**src/rtl/spi_ram_arbiter.sv**
```systemverilog
// Round-robin arbiter sharing a single-port RAM between an SPI slave command stream
// and a local requester. One access in flight at a time; reads return three cycles after grant.
module spi_ram_arbiter #(
  parameter int unsigned ADDR_SIZE = 8,
  parameter int unsigned MEM_WIDTH = 8
) (
  input  logic                 clk,
  input  logic                 rst_n,
  input  logic [9:0]           rx_data,
  input  logic                 rx_valid,
  output logic [MEM_WIDTH-1:0] tx_data,
  output logic                 tx_valid,
  input  logic                 lcl_req,
  input  logic                 lcl_we,
  input  logic [ADDR_SIZE-1:0] lcl_addr,
  input  logic [MEM_WIDTH-1:0] lcl_din,
  output logic                 lcl_gnt,
  output logic [MEM_WIDTH-1:0] lcl_rdata,
  output logic                 lcl_rvalid,
  output logic                 ram_en,
  output logic                 ram_we,
  output logic [ADDR_SIZE-1:0] ram_addr,
  output logic [MEM_WIDTH-1:0] ram_din,
  input  logic [MEM_WIDTH-1:0] ram_dout,
  output logic                 spi_ovf,
  output logic                 busy
);

  typedef enum logic [1:0] {StIdle, StAccess, StRdCapture} state_e;

  state_e               state_q;
  logic [ADDR_SIZE-1:0] wr_addr_q, rd_addr_q;
  logic                 pend_q, pend_we_q;
  logic [ADDR_SIZE-1:0] pend_addr_q;
  logic [MEM_WIDTH-1:0] pend_din_q;
  logic                 last_lcl_q;
  logic                 op_spi_q, op_we_q;
  logic                 ovf_q;
  logic [MEM_WIDTH-1:0] tx_data_q, lcl_rdata_q;
  logic                 tx_valid_q, lcl_rvalid_q;
  logic                 ram_en_q, ram_we_q;
  logic [ADDR_SIZE-1:0] ram_addr_q;
  logic [MEM_WIDTH-1:0] ram_din_q;

  logic [1:0] cmd;
  logic [7:0] payload;
  logic       rx_op;
  logic       grant_spi, grant_lcl;

  assign cmd     = rx_data[9:8];
  assign payload = rx_data[7:0];
  // Commands 01 and 11 both queue a RAM operation.
  assign rx_op   = rx_valid & cmd[0];

  // A tie goes to whichever requester was not granted last.
  always_comb begin
    grant_spi = 1'b0;
    grant_lcl = 1'b0;
    if (state_q == StIdle) begin
      grant_spi = pend_q & (~lcl_req | last_lcl_q);
      grant_lcl = lcl_req & (~pend_q | ~last_lcl_q);
    end
  end

  always_ff @(posedge clk or negedge rst_n) begin
    if (!rst_n) begin
      state_q      <= StIdle;
      wr_addr_q    <= '0;
      rd_addr_q    <= '0;
      pend_q       <= 1'b0;
      pend_we_q    <= 1'b0;
      pend_addr_q  <= '0;
      pend_din_q   <= '0;
      last_lcl_q   <= 1'b1;
      op_spi_q     <= 1'b0;
      op_we_q      <= 1'b0;
      ovf_q        <= 1'b0;
      tx_data_q    <= '0;
      tx_valid_q   <= 1'b0;
      lcl_rdata_q  <= '0;
      lcl_rvalid_q <= 1'b0;
      ram_en_q     <= 1'b0;
      ram_we_q     <= 1'b0;
      ram_addr_q   <= '0;
      ram_din_q    <= '0;
    end else begin
      tx_valid_q   <= 1'b0;
      lcl_rvalid_q <= 1'b0;
      ram_en_q     <= 1'b0;
      ram_we_q     <= 1'b0;

      if (rx_valid && cmd == 2'b00) wr_addr_q <= ADDR_SIZE'(payload);
      if (rx_valid && cmd == 2'b10) rd_addr_q <= ADDR_SIZE'(payload);

      // The address is frozen into the pending op now; later 00/10 words cannot move it.
      if (rx_op) begin
        if (pend_q && !grant_spi) ovf_q <= 1'b1;
        pend_q      <= 1'b1;
        pend_we_q   <= ~cmd[1];
        pend_addr_q <= cmd[1] ? rd_addr_q : wr_addr_q;
        pend_din_q  <= MEM_WIDTH'(payload);
      end else if (grant_spi) begin
        pend_q <= 1'b0;
      end

      unique case (state_q)
        StIdle: begin
          if (grant_spi || grant_lcl) begin
            state_q    <= StAccess;
            op_spi_q   <= grant_spi;
            op_we_q    <= grant_spi ? pend_we_q : lcl_we;
            last_lcl_q <= grant_lcl;
            ram_en_q   <= 1'b1;
            ram_we_q   <= grant_spi ? pend_we_q : lcl_we;
            ram_addr_q <= grant_spi ? pend_addr_q : lcl_addr;
            ram_din_q  <= grant_spi ? pend_din_q : lcl_din;
          end
        end
        StAccess: begin
          state_q <= op_we_q ? StIdle : StRdCapture;
        end
        StRdCapture: begin
          if (op_spi_q) begin
            tx_data_q  <= ram_dout;
            tx_valid_q <= 1'b1;
          end else begin
            lcl_rdata_q  <= ram_dout;
            lcl_rvalid_q <= 1'b1;
          end
          state_q <= StIdle;
        end
        default: state_q <= StIdle;
      endcase
    end
  end

  // Grant is decided combinationally in the IDLE cycle; masked so it reads 0 under reset.
  assign lcl_gnt    = grant_lcl & rst_n;
  assign tx_data    = tx_data_q;
  assign tx_valid   = tx_valid_q;
  assign lcl_rdata  = lcl_rdata_q;
  assign lcl_rvalid = lcl_rvalid_q;
  assign ram_en     = ram_en_q;
  assign ram_we     = ram_we_q;
  assign ram_addr   = ram_addr_q;
  assign ram_din    = ram_din_q;
  assign spi_ovf    = ovf_q;
  assign busy       = (state_q != StIdle) | pend_q;

endmodule
```
**config.mk**
```make
export PLATFORM = sky130hd
export DESIGN_NAME = spi_ram_arbiter
export DESIGN_NICKNAME = d
export VERILOG_FILES = /design/src/rtl/spi_ram_arbiter.sv
export SDC_FILE = /design/constraint.sdc
export NUM_CORES = 1
export LEC_CHECK = 0
export BUFFER_PORTS_ARGS = -buffer_cell sky130_fd_sc_hd__buf_2
export CAP_MARGIN = 20
export CELL_PAD_IN_SITES_DETAIL_PLACEMENT = 1
export CELL_PAD_IN_SITES_GLOBAL_PLACEMENT = 2
export CORE_MARGIN = 2
export CORE_UTILIZATION = 38
export DETAILED_ROUTE_END_ITERATION = 10
export GPL_ROUTABILITY_DRIVEN = 0
export PLACE_DENSITY = 0.84
export SYNTH_ARGS = -nofsm -noshare
export SYNTH_HDL_FRONTEND = slang
export SYNTH_SLANG_ARGS = --single-unit
```
**constraint.sdc**
```tcl
create_clock -name clk -period 2.1 [get_ports clk]
set_input_delay 0.42 -clock clk [delete_from_list [all_inputs] [get_ports clk]]
set_output_delay 0.42 -clock clk [all_outputs]
set_load 0.02 [all_outputs]
```
Word level (Yosys, flattened, before mapping)
Index checks and enable logic that the tools add are counted.

Register bits: 76. Output and inout bits: 39.

Bitwise operators: 12. Reduce and logical (&&, ||, !) cells: 13. Muxes and demuxes: 19. Equal/unequal tests: 4.

Operators by type and width (number): $mux W8 (3); $mux W1 (13); $reduce_and A2 Y1 (4); $not A1 Y1 (5); $and A1 B1 Y1 (4); $eq A2 B2 Y1 const B (2); $logic_not A2 Y1 (2); $mux W2 (2); $pmux W2 S2 (1); $reduce_bool A2 Y1 (2); $logic_and A1 B1 Y1 (3); $or A1 B1 Y1 (3); $eq A2 B1 Y1 const B (1); $ne A2 B1 Y1 const B (1); $logic_not A1 Y1 (1); $logic_or A1 B1 Y1 (1).

Logic depth before layout (Yosys ltp)
Depth in word-level cells: 7. Gate-level depth with buffers: 5. Mapped depth without buffers: 3.

Worst setup path before layout
OpenSTA, ideal clock, no wires.

Kind: reg-to-reg. Start: reg state_q[1]. End: reg ram_addr_q[0] (netlist: ram_addr[0]). Clock period less this slack: 1313 ps. Cell stages (with the launch flop): 6. Data required time: 1964 ps. Arrival: 1177 ps. Path slack: 787 ps. Cells stage by stage: dfrtp_1 -> or2_1 -> clkbuf_2 -> buf_6 -> o21ai_0 -> o311ai_1.

Cells in the longest elaborated chain, start to end: 4. Elaborated cells between the ends (all ways): 6. Those cells by class: mux: 3; reduce/logical: 3.

RTL lines: from (decl) (line 31) `state_e state_q;`; from (signal assigned) (line 67) `state_q <= StIdle;`; from (signal assigned) (line 109) `state_q <= StAccess;`; from (signal assigned) (line 120) `state_q <= op_we_q ? StIdle : StRdCapture;`; $logic_not A2 Y1 * (line 59, 106); $mux W1 (line 59) `if (state_q == StIdle) begin`; $logic_or A1 B1 Y1 (line 108) `if (grant_spi || grant_lcl) begin`; $reduce_and A2 Y1 (no source line); to (signal assigned) (line 115) `ram_addr_q <= grant_spi ? pend_addr_q : lcl_addr;`; to (decl) (line 42) `logic [ADDR_SIZE-1:0] ram_addr_q;`.

Mark *: on every way between the ends. The rest lies on a longest branch, timed or not. A chain may end at the register's enable or synchronous reset.

Worst setup path after layout
Start: reg state_q[1]. End: out lcl_gnt.

Cells in the longest elaborated chain, start to end: 3.

RTL lines: $logic_not A2 Y1 (line 59); $mux W1 (line 59); $and A1 B1 Y1 (line 138) `assign lcl_gnt = grant_lcl & rst_n;`; to (decl) (line 17) `output logic lcl_gnt,`.

No other way between the ends.

==> impl_metrics.tcl <==
set metrics [dict create \
    setup_viol 0 \
    synthMostInstantiatedCell "dfrtp_1" \
    slew_viol_final 0 \
    drt-total-wl_um 7240 \
    fin_crit_sh_pct 85.9 \
    path_clk_slew_ps 80 \
    nFillCells 916 \
    tns_ps 0 \
    clkPwrFrac_pct 20.5 \
    tightest_slew_ps 957 \
    clkSinkCount 76 \
    multi_input_area_mm2 0.00115 \
    maxSlewHeadroom_pct 36.2 \
    post_drt_wl_per_cell_um 16.2 \
    crit_path_end_kind "output port" \
    dr_total_vias 2251 \
    p_leak_nw 1.88 \
    start_util_pct 39.3 \
    synthDistinctLibCells 28 \
    drive_gt1_share_pct 46.0 \
    n_antenna_cell 0 \
    synth.cell_area_mm2 0.00324 \
    total_power_mw 5.87 \
    reg2reg_slack_ps 560 \
    placed_area_mm2 0.00373 \
    synth_area_leader_cell "dfrtp_1" \
    pwr-share-seq_pct 39.2 \
    final_nets 375 \
    overflow 0 \
    cts_buffers 9 \
    ys.flop_type "dfrtp_1" \
    fmax_ghz 0.554 \
    synth_nets 292 \
    cts_max_level 3 \
    die_height_um 96.4 \
    place_ws_ps 482 \
    run_status "finished clean" \
    netSwitchingFraction_pct 38.2 \
    async_reset_ff_share_pct 100 \
    antenna_found_initial 0 \
    layout.cells.non_filler 446 \
    timing.final.ws_setup_ps 296 \
    finalCriticalPeriod_ps 1800 \
    place_inst 430 \
    cts-resized-gates 0 \
    cts_tree "yes" \
    intPower_mw 3.63 \
    whs_ps 309 \
    syn-instance-count 253 \
    area.growth.synth_to_final_pct 21.9 \
    grt_pass1_wl_um 11900 \
    dieArea_mm2 0.00929 \
    core_area_mm2 0.00826 \
    via_per_inst 5.05 \
    postCtsSetupBuffers 0 \
    dieWidth_um 96.4 \
    ys.warnings.count 0 \
    synth_edf_count 0 \
    ys_seq_elements 76 \
    portBuffers 77 \
    track_usage_pct 17.1 \
    syn_avg_cell_area_um2 12.8 \
    hold_path.class "input pin to asynchronous set/reset pin" \
    drv_cap 0 \
    first_pass_iters 4 \
    synth_common_cells "dfrtp_1 (75), mux2_2 (40), o21ai_0 (28)" \
    rsz0062_at_grt "no" \
    ios 78 \
    power_per_cell_area_mw_per_mm2 1490 \
    netlist.area_leader.share_pct 57.9 \
    grt_start_max_net_pins 77 \
    path_class "flop to output port" \
    finalInstanceArea_mm2 0.00395 \
    grt_pass1_vias 2364 \
    p_sw_mw 2.24 \
    root_buffer "clkbuf_8" \
    dp_hpwl_um 5240 \
    ys_seq_area_share_pct 58.7 \
    ctsHoldBuffers 0 \
    regArea_mm2 0.00190 \
    drc 0 \
    cp.required_ps 1680 \
    comb_power_share_pct 40.3 \
    placement_rows 33 \
    arrival_ps 1380 \
    drt-initial-drc-count 55 \
    postRouteAntennaNets 0 \
    fin_skew_ps 9.80 \
    yosys-top-cells-area "dfrtp_1 (58%), mux2_2 (14%), o21ai_0 (4.3%)" \
    cts.path.max_buffers 2 \
    hold_violations 0 \
    finish.utilization_pct 47.8 \
    cp_max_fo 6 \
    insertion_delay_ps 350 \
    ir_drop_mv 0.555 \
    start_kind "flop" \
]
## critical path, stage by stage, from the launching register on
cell	delay, ps
dfrtp_1	470
nor2_4	190
and4_1	210
buf_2	170
## layer usage
layer  track usage (%)  wire, um  vias up
li1                  -         -     1070
met1              21.7      3300     1107
met2              28.0      3470       69
met3              5.64       423        5
met4              4.58        48        0
met5                 0         0        -
## cell type report
| class | count | area share, % |
|---|---|---|
| Sequential cell | 76 | 48.2 |
| Multi-Input combinational cell | 140 | 29.2 |
| Timing Repair Buffer | 87 | 11.7 |
| Tap cell | 105 | 3.32 |
| Clock buffer | 10 | 3.23 |
| Clock inverter | 6 | 2.25 |
| Inverter | 22 | 2.09 |
## kinds of logic (layout without fill, tap and decap cells)
| kind of cell | Yosys count | after routing | synth area share [%] |
|---|---|---|---|
| AOI/OAI and AO/OA | 50 | 50 | 11.5 |
| buffers and inverters | 37 | 125 | 5.79 |
| DFF | 76 | 76 | 58.7 |
| muxes | 48 | 48 | 16.4 |
| and+or+nand+nor | 42 | 42 | 7.64 |
## power by group through the flow
stage | Combinational (mW) | Sequential (mW) | Clock [mW]
floorplan | 1.30 | 2.70 | 0
global placement | 2.33 | 2.30 | 0
detailed placement | 2.40 | 2.33 | 0
CTS | 2.41 | 2.31 | 1.24
global route | 2.62 | 2.37 | 1.30
finish | 2.37 | 2.30 | 1.20
## registers in the layout, summed over array words and instances, names as in the netlist, 2 cells and up
name,count
lcl_rdata,8
pend_addr_q,8
pend_din_q,8
ram_addr,8
ram_din,8
rd_addr_q,8
state_q,2
tx_data,8
wr_addr_q,8
## path summary, 6_finish.rpt
| check | start | end | depth (start not counted) |
|---|---|---|---|
| worst max-delay path | state_q[1]$_DFFE_PN0P_ | lcl_gnt | 3 |
| worst min-delay path | rst_n | op_spi_q$_DFFE_PN0P_ | 2 |
| worst max register to register | last_lcl_q$_DFFE_PN1P_ | ram_addr[1]$_DFFE_PN0P_ | 3 |
| worst min register to register | op_we_q$_DFFE_PN0P_ | state_q[1]$_DFFE_PN0P_ | 1 |
| max in group asynchronous | rst_n | pend_addr_q[6]$_DFFE_PN0P_ | 2 |
| min in group clk | ram_dout[6] | tx_data[6]$_DFFE_PN0P_ | 2 |
## layout by cell type (no fill, tap or decap), types with 7 or more instances in the layout
cell type and count:
buf_2 76, dfrtp_1 75, mux2_2 40, buf_4 11, mux2i_1 8, o21ai_0 27, inv_1 22, nand2_1 12
nand3_1 17, o311ai_1 10, o311ai_2 7, clkbuf_8 9
Power figures use the tool's default switching activity.
